File: src/rtl/fifo_wr_arbiter_if.sv
// ---------------------------------------------------------------------------
// fifo_wr_arbiter_if
//   Bundles the requester-side handshake and the FIFO write-port signals of
//   fifo_wr_arbiter so that the arbiter and its environment connect through
//   one port.
//
//   Signals
//     req     [NUM_REQ]         requester i has data pending (level)
//     valid   [NUM_REQ]         beat on data[i] valid this cycle
//     last    [NUM_REQ]         beat on data[i] is last of its packet
//     data    [NUM_REQ*DATA_W]  requester i beat at [i*DATA_W +: DATA_W]
//     full                      FIFO full flag from the write-side pointer logic
//     gnt     [NUM_REQ]         registered one-hot grant
//     ack     [NUM_REQ]         beat of requester i accepted this cycle
//     w_en                      FIFO write enable
//     w_data  [DATA_W]          FIFO write data
//     busy                      arbiter not idle
//
//   Modports
//     master : requesters plus FIFO full flag (drives inputs, observes outputs)
//     slave  : the arbiter itself
// ---------------------------------------------------------------------------
interface fifo_wr_arbiter_if #(
   parameter int NUM_REQ = 2,
   parameter int DATA_W  = 8
);
   logic [NUM_REQ-1:0]        req;
   logic [NUM_REQ-1:0]        valid;
   logic [NUM_REQ-1:0]        last;
   logic [NUM_REQ*DATA_W-1:0] data;
   logic                      full;
   logic [NUM_REQ-1:0]        gnt;
   logic [NUM_REQ-1:0]        ack;
   logic                      w_en;
   logic [DATA_W-1:0]         w_data;
   logic                      busy;

   modport master (
      output req, valid, last, data, full,
      input  gnt, ack, w_en, w_data, busy
   );

   modport slave (
      input  req, valid, last, data, full,
      output gnt, ack, w_en, w_data, busy
   );
endinterface

File: src/rtl/fifo_wr_arbiter.sv
// ---------------------------------------------------------------------------
// fifo_wr_arbiter
//   Round-robin burst arbiter sharing the async FIFO write port among NUM_REQ
//   requesters in the w_clk domain. One requester is granted at a time; its
//   beats are forwarded as w_en/w_data, nothing is written while the FIFO is
//   full, and each grant is bounded both in accepted beats (BURST_MAX) and in
//   consecutive idle granted cycles (TIMEOUT).
//
//   Ports
//     w_clk  in   write-domain clock
//     n_rst  in   asynchronous active-low reset
//     bus    slave modport of fifo_wr_arbiter_if:
//              req/valid/last/data/full in, gnt/ack/w_en/w_data/busy out
//
//   gnt and busy come straight from registers; ack, w_en and w_data are
//   combinational from the registered grant and the current inputs so that a
//   beat can be written in the very first granted cycle.
// ---------------------------------------------------------------------------
module fifo_wr_arbiter #(
   parameter int NUM_REQ   = 2,
   parameter int DATA_W    = 8,
   parameter int BURST_MAX = 16,
   parameter int TIMEOUT   = 8
) (
   input  logic             w_clk,
   input  logic             n_rst,
   fifo_wr_arbiter_if.slave bus
);

   localparam int IDX_W = $clog2(NUM_REQ);
   localparam int BC_W  = $clog2(BURST_MAX + 1);
   localparam int IC_W  = $clog2(TIMEOUT + 1);

   localparam logic [BC_W-1:0]  BEAT_LAST = BC_W'(BURST_MAX - 1);
   localparam logic [IC_W-1:0]  IDLE_LAST = IC_W'(TIMEOUT - 1);
   // Pointer starts on the highest index so requester 0 wins the first arbitration.
   localparam logic [IDX_W-1:0] PTR_RST   = IDX_W'(NUM_REQ - 1);

   typedef enum logic [1:0] {
      ST_IDLE  = 2'd0,
      ST_BURST = 2'd1,
      ST_END   = 2'd2
   } state_t;

   state_t              state_r, state_s;
   logic [NUM_REQ-1:0]  gnt_r, gnt_s;
   logic [IDX_W-1:0]    g_idx_r, g_idx_s;
   logic [IDX_W-1:0]    rr_ptr_r, rr_ptr_s;
   logic [BC_W-1:0]     beat_cnt_r, beat_cnt_s;
   logic [IC_W-1:0]     idle_cnt_r, idle_cnt_s;

   logic                win_found_s;
   logic [IDX_W-1:0]    win_idx_s;
   logic                cur_req_s;
   logic                cur_valid_s;
   logic                cur_last_s;
   logic                accept_s;
   logic                burst_end_s;
   logic [DATA_W-1:0]   gdata_s;

   // Round-robin search starting just after ptr; returns {found, index}.
   function automatic logic [IDX_W:0] rr_pick(
      input logic [NUM_REQ-1:0] req_v,
      input logic [IDX_W-1:0]   ptr
   );
      logic             found;
      logic [IDX_W-1:0] idx;
      logic [IDX_W-1:0] cand;
      found = 1'b0;
      idx   = '0;
      cand  = '0;
      for (int i = 1; i <= NUM_REQ; i++) begin
         cand = IDX_W'((int'(ptr) + i) % NUM_REQ);
         if (!found && req_v[cand]) begin
            found = 1'b1;
            idx   = cand;
         end else begin
            found = found;
         end
      end
      return {found, idx};
   endfunction

   // One-hot vector with bit idx set.
   function automatic logic [NUM_REQ-1:0] onehot(input logic [IDX_W-1:0] idx);
      return NUM_REQ'(1'b1) << idx;
   endfunction

   // Arbitration winner among currently requesting inputs.
   always_comb begin
      {win_found_s, win_idx_s} = rr_pick(bus.req, rr_ptr_r);
   end

   // Signals of the requester currently holding the grant.
   always_comb begin
      cur_req_s   = bus.req[g_idx_r];
      cur_valid_s = bus.valid[g_idx_r];
      cur_last_s  = bus.last[g_idx_r];
      gdata_s     = '0;
      for (int i = 0; i < NUM_REQ; i++) begin
         gdata_s = (g_idx_r == IDX_W'(i)) ? bus.data[i*DATA_W +: DATA_W] : gdata_s;
      end
   end

   // Beat acceptance: granted, valid and FIFO not full; gnt_r is only non-zero in BURST.
   always_comb begin
      accept_s = gnt_r[g_idx_r] & cur_valid_s & ~bus.full;
   end

   // Burst termination; all causes are evaluated in the same cycle.
   always_comb begin
      if (state_r == ST_BURST) begin
         burst_end_s = (accept_s & cur_last_s)
                     | (accept_s & (beat_cnt_r == BEAT_LAST))
                     | (~cur_req_s & ~accept_s)
                     | (~cur_valid_s & ~bus.full & (idle_cnt_r == IDLE_LAST));
      end else begin
         burst_end_s = 1'b0;
      end
   end

   // Next-state and next-register values.
   always_comb begin
      state_s    = state_r;
      gnt_s      = gnt_r;
      g_idx_s    = g_idx_r;
      rr_ptr_s   = rr_ptr_r;
      beat_cnt_s = beat_cnt_r;
      idle_cnt_s = idle_cnt_r;
      case (state_r)
         ST_IDLE: begin
            if (win_found_s) begin
               state_s    = ST_BURST;
               gnt_s      = onehot(win_idx_s);
               g_idx_s    = win_idx_s;
               beat_cnt_s = '0;
               idle_cnt_s = '0;
            end else begin
               gnt_s      = '0;
            end
         end
         ST_BURST: begin
            // A full stall (valid & full) leaves both counters untouched.
            if (accept_s) begin
               beat_cnt_s = beat_cnt_r + BC_W'(1'b1);
               idle_cnt_s = '0;
            end else if (~cur_valid_s & ~bus.full & ~burst_end_s) begin
               idle_cnt_s = idle_cnt_r + IC_W'(1'b1);
            end else begin
               idle_cnt_s = idle_cnt_r;
            end
            if (burst_end_s) begin
               state_s = ST_END;
               gnt_s   = '0;
            end else begin
               state_s = ST_BURST;
            end
         end
         ST_END: begin
            // Last-granted index becomes lowest priority for the next arbitration.
            rr_ptr_s = g_idx_r;
            gnt_s    = '0;
            state_s  = ST_IDLE;
         end
         default: begin
            state_s = ST_IDLE;
            gnt_s   = '0;
         end
      endcase
   end

   // State and datapath registers.
   always_ff @(posedge w_clk or negedge n_rst) begin
      if (!n_rst) begin
         state_r    <= ST_IDLE;
         gnt_r      <= '0;
         g_idx_r    <= '0;
         rr_ptr_r   <= PTR_RST;
         beat_cnt_r <= '0;
         idle_cnt_r <= '0;
      end else begin
         state_r    <= state_s;
         gnt_r      <= gnt_s;
         g_idx_r    <= g_idx_s;
         rr_ptr_r   <= rr_ptr_s;
         beat_cnt_r <= beat_cnt_s;
         idle_cnt_r <= idle_cnt_s;
      end
   end

   // Output drive; write data is zero whenever nobody holds the grant.
   always_comb begin
      bus.gnt  = gnt_r;
      bus.w_en = accept_s;
      bus.busy = (state_r != ST_IDLE);
      if (accept_s) begin
         bus.ack = onehot(g_idx_r);
      end else begin
         bus.ack = '0;
      end
      if (|gnt_r) begin
         bus.w_data = gdata_s;
      end else begin
         bus.w_data = '0;
      end
   end

endmodule

File: src/flat_wrapper.sv
// flat-port wrapper written by rule: the top's interface ports become plain ports
module fifo_wr_arbiter_flat 
#(
   parameter int NUM_REQ   = 2,
   parameter int DATA_W    = 8,
   parameter int BURST_MAX = 16,
   parameter int TIMEOUT   = 8
)
  (w_clk, n_rst, bus_req, bus_valid, bus_last, bus_data, bus_full, bus_gnt, bus_ack, bus_w_en, bus_w_data, bus_busy);
  fifo_wr_arbiter_if #(.NUM_REQ(NUM_REQ), .DATA_W(DATA_W)) bus_i ();
  input  logic w_clk;
  input  logic n_rst;
  input wire logic [$bits(bus_i.req)-1:0] bus_req;
  input wire logic [$bits(bus_i.valid)-1:0] bus_valid;
  input wire logic [$bits(bus_i.last)-1:0] bus_last;
  input wire logic [$bits(bus_i.data)-1:0] bus_data;
  input wire logic [$bits(bus_i.full)-1:0] bus_full;
  output wire logic [$bits(bus_i.gnt)-1:0] bus_gnt;
  output wire logic [$bits(bus_i.ack)-1:0] bus_ack;
  output wire logic [$bits(bus_i.w_en)-1:0] bus_w_en;
  output wire logic [$bits(bus_i.w_data)-1:0] bus_w_data;
  output wire logic [$bits(bus_i.busy)-1:0] bus_busy;
  assign bus_i.req = bus_req;
  assign bus_i.valid = bus_valid;
  assign bus_i.last = bus_last;
  assign bus_i.data = bus_data;
  assign bus_i.full = bus_full;
  assign bus_gnt = bus_i.gnt;
  assign bus_ack = bus_i.ack;
  assign bus_w_en = bus_i.w_en;
  assign bus_w_data = bus_i.w_data;
  assign bus_busy = bus_i.busy;
  fifo_wr_arbiter #(.NUM_REQ(NUM_REQ), .DATA_W(DATA_W), .BURST_MAX(BURST_MAX), .TIMEOUT(TIMEOUT)) u_core (.w_clk(w_clk), .n_rst(n_rst), .bus(bus_i));
endmodule
File: config.mk
export PLATFORM = sky130hd
export DESIGN_NAME = fifo_wr_arbiter_flat
export DESIGN_NICKNAME = d
export VERILOG_FILES = /design/src/rtl/fifo_wr_arbiter_if.sv /design/src/rtl/fifo_wr_arbiter.sv /design/src/flat_wrapper.sv
export SDC_FILE = /design/constraint.sdc
export NUM_CORES = 1
export LEC_CHECK = 0
export ABC_CLOCK_PERIOD_IN_PS = 5200
export BUFFER_PORTS_ARGS = -buffer_cell sky130_fd_sc_hd__buf_2
export CAP_MARGIN = 30
export CORE_AREA = 4 4 51 53
export DETAILED_ROUTE_END_ITERATION = 16
export DIE_AREA = 0 0 55 57
export GPL_ROUTABILITY_DRIVEN = 0
export PLACE_DENSITY = 0.77
export REMOVE_ABC_BUFFERS = 1
export SETUP_SLACK_MARGIN = 0.15
export SYNTH_ARGS = -nofsm -noshare
export SYNTH_HDL_FRONTEND = slang
export SYNTH_SLANG_ARGS = --single-unit
File: constraint.sdc
create_clock -name w_clk -period 5.2 [get_ports w_clk]
set_input_delay 1.04 -clock w_clk [delete_from_list [all_inputs] [get_ports w_clk]]
set_output_delay 1.04 -clock w_clk [all_outputs]
set_load 0.03 [all_outputs]
---- After elaboration in Yosys (flattened, before gate mapping) ----
Index checks and enable logic that the tools add are counted.
cells by class
  add/sub/neg operators ................... 4
  eq/ne operators ......................... 8
  multiplexer cells ....................... 33
  bitwise logic cells ..................... 16
  magnitude comparators ................... 3
  shift-type cells ........................ 2
  reduce and logical (&&, ||, !) cells .... 9
operators with widths
  kind                                                                   number
  1-bit 2-to-1 mux                                                       17
  8-bit 2-to-1 mux                                                       2
  4-bit 2-to-1 mux                                                       3
  2-bit 2-to-1 mux                                                       5
  5-bit 2-to-1 mux                                                       2
  5-bit one-hot mux with 2 select lines                                  1
  1-bit AND                                                              8
  2-bit one-hot mux with 2 select lines                                  2
  4-bit one-hot mux with 2 select lines                                  1
  1-bit by 2-bit < comparator with 1-bit output, second input constant   3
  2-bit by 1-bit != test with 1-bit output, second input constant        3
  3-bit AND reduction                                                    2
  5-bit by 1-bit adder with 5-bit output, second input constant          1
  5-bit by 4-bit equality test with 1-bit output, second input constant  1
  1-bit NOT                                                              5
  4-bit by 1-bit adder with 4-bit output, second input constant          1
  4-bit by 3-bit equality test with 1-bit output, second input constant  1
  2-bit nonzero test                                                     2
  1-bit by 1-bit << shifter with 2-bit output, first input constant      2
  3-bit by 2-bit != test with 1-bit output, second input constant        1
  1-bit OR                                                               3
  1-bit adder, second input constant                                     2
  2-bit by 1-bit equality test with 1-bit output, second input constant  1
  2-bit equality test, second input constant                             1
  5 further kinds                                                        5
storage, ports and cells
  output and inout port bits .............. 14
  register bits ........................... 15
  input bits .............................. 25

---- Depth between registers and ports, before layout ----
Gate-level depths: netlist (run 1).
  depth in word-level cells ............... 14
  mapped depth ............................ 8

---- Least setup slack after synthesis (run 1) ----
No wires, ideal clock.
  path type ............................... input to output
  start point ............................. input bus_full
  end point ............................... output bus_w_en
  path slack .............................. 2.530 ns
  stages .................................. 4
  arrival ................................. 1.630 ns
  buffers on the path ..................... 0
  data required time ...................... 4.160 ns
  path through ............................ nand4b_1 inv_2 nor2_4 inv_4
between the ends
  longest elaborated chain between the ends .. 2
ends and longest elaborated chain
  what             line                    text
  start, declared  flat_wrapper.sv:17      input wire logic [$bits(bus_i.full)-1:0] bus_full;
  1-bit NOT        fifo_wr_arbiter.sv:107  accept_s = gnt_r[g_idx_r] & cur_valid_s & ~bus.full;
  1-bit AND        fifo_wr_arbiter.sv:107
  end, declared    flat_wrapper.sv:20      output wire logic [$bits(bus_i.w_en)-1:0] bus_w_en;
No other way between the ends.

---- Final worst setup path (run 1) ----
Same ends and word-level chain as after synthesis.

==> flow_metrics.tcl, run 1 <==
set metrics [dict create \
    cts_tree "built" \
    ant_nets 0 \
    cts_buffers 3 \
    ys_async_sr_fraction_pct 100.0 \
    grt_pass1_vias 933 \
    yosysUniqueCellTypes 38 \
    cts_max_path_buffers 2 \
    root_buffer "clkbuf_4" \
    hold_violations 0 \
    cellPowerDensity_mw_per_mm2 511.2 \
    yosysWarnings 0 \
    grtUsageTotal_pct 18.52 \
    io_pins 39 \
    crit_top_cell "buf_2" \
    routed_wl_mm 2.564 \
    cts_hold_buf 0 \
    core_area_sq_mm 0.002148 \
    crit_path_top_delay_cell "nand4b_1" \
    netlist_area_sq_mm 0.001016 \
    worstPathRequired_ns 4.16 \
    fin_area_sq_mm 0.001251 \
    skew_ns 0.007400 \
    vias 922 \
    cp-start-kind "input port" \
    cts_setup_buffers 0 \
    drt_iter0_markers 17 \
    maxSlewViolCount 0 \
    antenna_found_initial 0 \
    max_slew_margin_pct 49.45 \
    port_buffers 38 \
    finalSetupViolations 0 \
    timing.final.crit_period_ns 2.900 \
    grt_setup_unrepaired "false" \
    worstSetupEndpointType "output port" \
    initial_core_util_pct 47.29 \
    ir_worst_vdd_mv 0.3554 \
    h-tree-depth 1 \
    viasPerCell 5.424 \
    dr.pass1.iters 4 \
    drive_gt1_share_pct 36.62 \
    path_delay_family "buffers and inverters" \
    fmax_mhz 344.8 \
    place_area_sq_mm 0.001225 \
    drc 0 \
    avgSynthCellArea_sq_um 9.961 \
    grt_pass1_wl_mm 4.264 \
    outcome "finished clean" \
    cp_cell_sequence "buf_2, nand4b_1, inv_2, nor2_4, inv_4, buf_2" \
    synthesis.instances 102 \
    synthFlopType "dfrtp_1" \
    yosysSeqAreaShare_pct 37.07 \
    synth-edff-count 0 \
    die_width_microns 55 \
    clk_latency_ns 0.28 \
    grt_max_degree 18 \
    row_count 17 \
    setup_tns_ns 0 \
    cts_resized 0 \
    dp_hpwl_mm 2.004 \
    worst-path-buf-inv 4 \
    die_y_microns 57 \
    min_period_over_period_pct 55.77 \
    diodes 0 \
    p_leak_uw 0.0006663 \
    clk_pin_slew_worst_paths_ns 0.08 \
    arrival_ns 1.86 \
    fillers 195 \
    die_area_sq_mm 0.003135 \
    area_delta_synth_final_pct 23.15 \
    overflow 0 \
    tightest_slew_ns 0.7583 \
    cts_sinks 15 \
    min_path_type "reg2reg" \
    wl_per_cell_microns 15.08 \
    nets 171 \
    crit_type "in2out" \
    critPathMaxFanout 4 \
    ys_ff_latch 15 \
    drv_cap 0 \
    max_stage_delay_ns 0.21 \
]
[sequential cells by signal (all words and copies together), names as in the netlist]
name / flops
u_core.beat_cnt_r: 5
u_core.bus.gnt: 2
u_core.g_idx_r: 1
u_core.idle_cnt_r: 4
u_core.rr_ptr_r: 1
u_core.state_r: 2
[final timing paths]
path	start	to	slack, ns	cells past startpoint
min in group asynchronous	n_rst	u_core.beat_cnt_r[4]	0.65	1
hold / removal	u_core.idle_cnt_r[3]	u_core.idle_cnt_r[3]	0.54	1
hold reg to reg	u_core.idle_cnt_r[3]	u_core.idle_cnt_r[3]	0.54	1
setup reg to reg	u_core.g_idx_r	u_core.idle_cnt_r[2]	2.98	5
max in group asynchronous	n_rst	u_core.rr_ptr_r	4.24	1
setup / recovery	bus_full	bus_w_en	2.30	6
[Yosys cell counts (2+ instances only)]
| library cell | count | area (sq um) |
|---|---|---|
| a2111oi_0 | 2 | 17.52 |
| xor2_1 | 2 | 17.52 |
| inv_4 | 2 | 12.51 |
| nor2_1 | 16 | 60.06 |
| ha_1 | 3 | 37.54 |
| nand3_1 | 2 | 10.01 |
| mux2i_1 | 9 | 90.09 |
| inv_1 | 2 | 7.510 |
| nor4_1 | 2 | 12.51 |
| a32o_1 | 3 | 30.03 |
| a21oi_1 | 2 | 10.01 |
| a211oi_2 | 3 | 37.54 |
| nand2b_1 | 5 | 31.28 |
| a21o_1 | 4 | 30.03 |
| nand2_1 | 6 | 22.52 |
| or2_1 | 2 | 12.51 |
| dfrtp_1 | 14 | 350.3 |
| nor2b_1 | 3 | 18.77 |
[worst register-to-register path, delay by kind of cell, from the launching register on]
kind / cells / cell delay [ns]
compound gates: 3 / 0.97
flops: 1 / 0.84
simple gates: 2 / 0.34
[final cells by class]
class                           instances  area (sq um)  share of cell area, %
Clock buffer                            4         26.28                  2.100
Inverter                                5         23.77                  1.900
Multi-Input combinational cell         80         599.3                  47.90
Sequential cell                        15         376.6                  30.10
Tap cell                               28         35.03                  2.800
Timing Repair Buffer                   38         190.2                  15.20
[cells by family after synthesis]
family                   count (synthesis)  synth area share, %
AND/OR/NAND/NOR                         44                25.37
AO/OA/AOI/OAI                           21                18.23
flip-flops                              15                37.07
multiplexers                            10                9.976
buffers and inverters                    7                3.940
adder cells (fa/ha/maj)                  3                3.695
XOR/XNOR                                 2                1.724
[stage by stage]
stage | utilization, % | hold slack, ns | worst slack, ns | total power, uW | cells
after global placement | 57.02 | 0.4960 | 2.332 | 563.4 | 166
after global routing | 58.24 | 0.5692 | 2.173 | 685.3 | 170
after CTS | 58.24 | 0.5297 | 2.293 | 644.0 | 170
final | 58.24 | 0.5358 | 2.300 | 639.6 | 170
after detailed placement | 57.02 | 0.5054 | 2.296 | 575.4 | 166
after floorplan | - | 0.4716 | 2.526 | 466.4 | 100
[where the power goes]
group          leakage [uW]  total, uW  internal, uW  switching (uW)
sequential         0.000198        212           148            63.3
clock             0.0000150       66.5          29.7            36.8
combinational      0.000453        362           131             230
total              0.000666        640           309             330
[metal layers]
metal  GRT usage [%]  wire (microns)  vias to the layer above
li1                -               -                      456
met1           24.46            1115                      443
met2           29.56            1335                       21
met3           3.916             102                        2
met4           6.250              10                        0
met5               0               0                        -
[cell usage in the layout (no fill, tap or decap), types with 3 or more instances in the layout]
master	instances
nor2b_1	3
nor2_1	16
dfrtp_1	14
buf_2	38
nand2_1	6
a32o_1	3
a211oi_2	3
nand2b_1	5
clkbuf_4	3
a21o_1	4
ha_1	3
mux2i_1	9
Note: power is estimated with default switching activity, not from simulation.
==> run 2: changes to the inputs <==
ABC_CLOCK_PERIOD_IN_PS = 2700   (was 5200)
CORE_AREA = 4 4 52 54   (was 4 4 51 53)
DIE_AREA = 0 0 56 58   (was 0 0 55 57)
PLACE_DENSITY = 0.74   (was 0.77)
clock period = 2.7 ns   (was 5.2 ns; I/O delays follow)
==> flow_metrics.tcl, run 2 (same netlist as run 1, synthesis figures left out) <==
set metrics [dict create \
    outcome "finished clean" \
    io_pins 39 \
    setup.worst_path.end "bus_w_en" \
    tightest_slew_ns 0.7256 \
    cts_hold_buf 0 \
    dr.pass1.iters 4 \
    core_area_sq_mm 0.002212 \
    dpl_worst_slack_ns 0.6233 \
    worstPathRequired_ns 2.16 \
    worst_r2r_startpoint "u_core.g_idx_r" \
    crit_path_start "u_core.g_idx_r" \
    drive_gt1_share_pct 37.32 \
    layout_commonest_cell "buf_2" \
    cts_buffers 3 \
    multi_input_area_sq_um 599.3 \
    worst-path-buf-inv 3 \
    ant_nets 0 \
    path_delay_family "flip-flops" \
    grtUsageTotal_pct 16.40 \
    die_area_sq_mm 0.003248 \
    h-tree-depth 1 \
    drc 0 \
    setup_tns_ns 0 \
    max_slew_margin_pct 51.63 \
    wl_per_cell_microns 14.65 \
    vias 912 \
    crit_type "reg2out" \
    viasPerCell 5.365 \
    cts_sinks 15 \
    post-route-util_pct 56.62 \
    clk_pin_slew_worst_paths_ns 0.10 \
    arrival_ns 1.83 \
    grt_pass1_wl_mm 4.146 \
    overflow 0 \
    cts_resized 0 \
    rr_worst_depth 6 \
    initial_core_util_pct 45.93 \
    finalSetupViolations 0 \
    skew_ns 0.007360 \
    cellPowerDensity_mw_per_mm2 982.6 \
    clk_latency_ns 0.29 \
    maxSlewViolCount 0 \
    rrSetupSlack_ns 0.63 \
    crit_top_cell "inv_4" \
    fillers 209 \
    area_delta_synth_final_pct 23.28 \
    min_period_over_period_pct 87.79 \
    largestRegisters "u_core.beat_cnt_r: 5 flops, u_core.idle_cnt_r: 4 flops" \
    row_count 17 \
    finalWorstSetupSlack_ns 0.3295 \
    drv_cap 0 \
    hold_violations 0 \
    drt_iter0_markers 10 \
    max_stage_delay_ns 0.82 \
    p_leak_uw 0.0006690 \
    critPathMaxFanout 17 \
    nets 171 \
    cts_setup_buffers 0 \
    diodes 0 \
    cp-start-kind "flop" \
    worstSetupEndpointType "output port" \
    routed_wl_mm 2.490 \
    cp_cell_sequence "nand4bb_4, inv_4, nor2_4, inv_4, buf_2" \
    die_y_microns 58 \
    r2r-end "u_core.idle_cnt_r[0]" \
    grt_max_degree 18 \
    cts_max_path_buffers 2 \
    root_buffer "clkbuf_4" \
    grt_setup_unrepaired "false" \
    cts_tree "built" \
    die_width_microns 56 \
    timing.final.crit_period_ns 2.370 \
    cp.depth 5 \
    dp_hpwl_mm 2.007 \
    antenna_found_initial 0 \
    final_cell_mix "buf_2, nor2_1, dfrtp_1, mux2i_1, nand2_1" \
    seq_area_sq_um 376.6 \
    ir_worst_vdd_mv 0.6683 \
    fmax_mhz 421.9 \
    crit_path_top_delay_cell "dfrtp_1" \
    grt_pass1_vias 976 \
    port_buffers 38 \
    largest_reg_flops 5 \
    top_register "u_core.beat_cnt_r" \
    min_path_type "in2async" \
]
[run 2: cell types whose count changed in the layout (fill, tap and decap cells not counted)]
cell and change:
clkbuf_1 -1, clkinv_2 +1
[run 2: worst min path at each step]
stage | startpoint | endpoint | slack, ns | depth (start not counted)
after CTS | n_rst | u_core.beat_cnt_r[3] | 0.14 | 1
after detailed placement | n_rst | u_core.beat_cnt_r[4] | 0.46 | 1
after global routing | n_rst | u_core.beat_cnt_r[3] | 0.14 | 1
after global placement | n_rst | u_core.beat_cnt_r[0] | 0.46 | 1
final | n_rst | u_core.beat_cnt_r[3] | 0.13 | 1
after floorplan | n_rst | u_core.beat_cnt_r[0] | 0.24 | 0
[run 2: layout make-up]
| cell class | count | share of cell area, % |
|---|---|---|
| clock inverters | 1 | 0.3996 |
| repair buffers | 38 | 15.18 |
| flip-flops and latches | 15 | 30.07 |
| multi-input cells | 80 | 47.85 |
| inverters | 5 | 1.898 |
| clock buffers | 3 | 1.798 |
| well taps | 28 | 2.797 |
[run 2: report_power, final]
group          switching [uW]  total [uW]  leakage [uW]  internal [uW]
combinational             441         693      0.000453            252
clock                    80.3         135     0.0000177           55.1
sequential                116         402      0.000198            286
[run 2: per-stage QoR]
stage	hold slack, ns	area [sq um]	total power, uW	instances
after floorplan	0.2444	999.7	898.3	100
after global placement	0.4631	1225	1081	166
after detailed placement	0.4630	1225	1099	166
after CTS	0.1389	1252	1234	170
after global routing	0.1432	1252	1315	170
final	0.1339	1252	1231	170
[run 2: metal layers]
layer	track usage, %	vias up	part of all wire (%)
met1	17.99	438	40
met5	0	-	0
met2	29.88	16	54
met3	3.118	5	4.0
li1	-	453	-
met4	8.814	0	1.8
==> run 3: changes to the inputs <==
CORE_AREA = 4 4 59 61   (was 4 4 52 54)
DIE_AREA = 0 0 63 65   (was 0 0 56 58)
PLACE_DENSITY = not set   (was 0.74)
==> flow_metrics.tcl, run 3 (same netlist as run 1, synthesis figures left out) <==
set metrics [dict create \
    ir_worst_vdd_mv 0.4773 \
    fmax_mhz 464.1 \
    min_period_over_period_pct 79.81 \
    seqPwrFrac_pct 33.1 \
    dr.pass1.iters 4 \
    cts_tree "built" \
    antenna_found_initial 0 \
    viasPerCell 5.160 \
    vias 903 \
    crit_type "reg2out" \
    multi_input_area_sq_um 599.3 \
    die_width_microns 63 \
    skew_ns 0.006657 \
    top_layer "met4" \
    hold_slack_ns 0.1397 \
    p_leak_uw 0.0006681 \
    seq_area_sq_um 377.9 \
    die_area_sq_mm 0.004095 \
    grt_max_degree 18 \
    clk_latency_ns 0.29 \
    overflow 0 \
    cellPowerDensity_mw_per_mm2 971.0 \
    switching_share_pct 51.54 \
    min_path_type "in2async" \
    setup_tns_ns 0 \
    root_buffer "clkbuf_4" \
    routed_wl_mm 2.458 \
    grtUsageTotal_pct 13.44 \
    layout_commonest_cell "buf_2" \
    wl_per_cell_microns 14.05 \
    rrSetupSlack_ns 0.66 \
    largestRegisters "u_core.beat_cnt_r: 5 flops, u_core.idle_cnt_r: 4 flops" \
    wl_met2_mm 1.147 \
    final_cell_mix "buf_2, nor2_1, dfrtp_1, mux2i_1, nand2_1" \
    placed_cells 171 \
    dpl_worst_slack_ns 0.5609 \
    worstPathRequired_ns 2.16 \
    worstSetupEndpointType "output port" \
    p_sw_uw 630.5 \
    grt_pass1_wl_mm 4.305 \
    grt_setup_unrepaired "false" \
    port_buffers 38 \
    drt_iter0_markers 53 \
    cts_sinks 15 \
    p_int_uw 592.9 \
    h-tree-depth 1 \
    rr_worst_depth 7 \
    die_y_microns 65 \
    met3_wirelength_microns 181 \
    max_slew_margin_pct 63.32 \
    cts_max_path_buffers 2 \
    clk_pin_slew_worst_paths_ns 0.10 \
    largest_reg_flops 5 \
    initial_core_util_pct 34.12 \
    worst_r2r_startpoint "u_core.beat_cnt_r[0]" \
    top_register "u_core.beat_cnt_r" \
    area_delta_synth_final_pct 24.01 \
    wl_met1_mm 1.076 \
    tightest_slew_ns 0.5465 \
    critPathMaxFanout 17 \
    diodes 0 \
    dp_hpwl_mm 1.990 \
    power_frac_comb_pct 55.9 \
    r2r-end "u_core.idle_cnt_r[3]" \
    timing.final.crit_period_ns 2.155 \
    row_count 20 \
    fin_total_pwr_uw 1223 \
    finalSetupViolations 0 \
    fillers 285 \
    io_pins 39 \
    maxSlewViolCount 0 \
    drive_gt1_share_pct 38.03 \
    ant_nets 0 \
    drc 0 \
    core_area_sq_mm 0.002978 \
    nets 171 \
    finalNonFillerCells 175 \
    grt_pass1_vias 1003 \
    outcome "finished clean" \
    cts_buffers 3 \
    p_clk_share_pct 11.0 \
    arrival_ns 1.61 \
    hold_violations 0 \
    cp-start-kind "flop" \
    finalWorstSetupSlack_ns 0.5451 \
    drv_cap 0 \
]
==> run 3: cell types whose count changed in the layout (fill, tap and decap cells not counted) <==
| cell | delta |
|---|---|
| dfrtp_1 | -1 |
| dfrtp_2 | +1 |
==> run 3: through the flow <==
step	util [%]	cell area (sq um)
detailed placement	41.34	1231
global placement	41.34	1231
global route	42.31	1260
finish	42.31	1260
floorplan	-	999.7
CTS	42.27	1259
==> run 3: metal layers <==
metal  vias up  track usage (%)
met5         -                0
met3         4            2.773
met2        39            23.32
met4         0            7.438
met1       409            15.37
li1        451                -
==> run 3: worst max path at each step <==
stage                   start                   end  depth (start not counted)
5_1_grt        u_core.g_idx_r              bus_w_en                          5
4_1_cts        u_core.g_idx_r              bus_w_en                          5
2_1_floorplan  u_core.g_idx_r  u_core.idle_cnt_r[0]                          7
6_report       u_core.g_idx_r              bus_w_en                          5
3_3_place_gp   u_core.g_idx_r  u_core.idle_cnt_r[3]                          6
3_5_place_dp   u_core.g_idx_r  u_core.beat_cnt_r[3]                          5
==> run 3: worst max-delay path, stage by stage, from the launching register on <==
cell	delay, ns
dfrtp_2	0.63
nand4b_1	0.21
inv_2	0.16
nor2_4	0.06
inv_4	0.07
buf_2	0.19
==> run 3: repair_timing <==
item,4_1_cts,5_1_grt
setup endpoints to repair,0,1
setup buffers,0,0
resized for setup,0,1
hold buffers,0,0
==> run 3: power by group through the flow <==
| stage | combinational, uW | clock (uW) | sequential [uW] |
|---|---|---|---|
| 2_1_floorplan | 492 | 0 | 406 |
| 3_3_place_gp | 681 | 0 | 405 |
| 3_5_place_dp | 691 | 0 | 408 |
| 4_1_cts | 692 | 139 | 404 |
| 5_1_grt | 742 | 154 | 421 |
| 6_report | 684 | 134 | 405 |
==> run 3: area by class of cell <==
cell class / count / share of cell area, %
clock buffer: 3 / 1.787
timing repair buffer: 38 / 15.09
sequential: 15 / 29.99
multi-input combinational: 80 / 47.57
tap: 33 / 3.277
inverter: 5 / 1.887
clock inverter: 1 / 0.3972
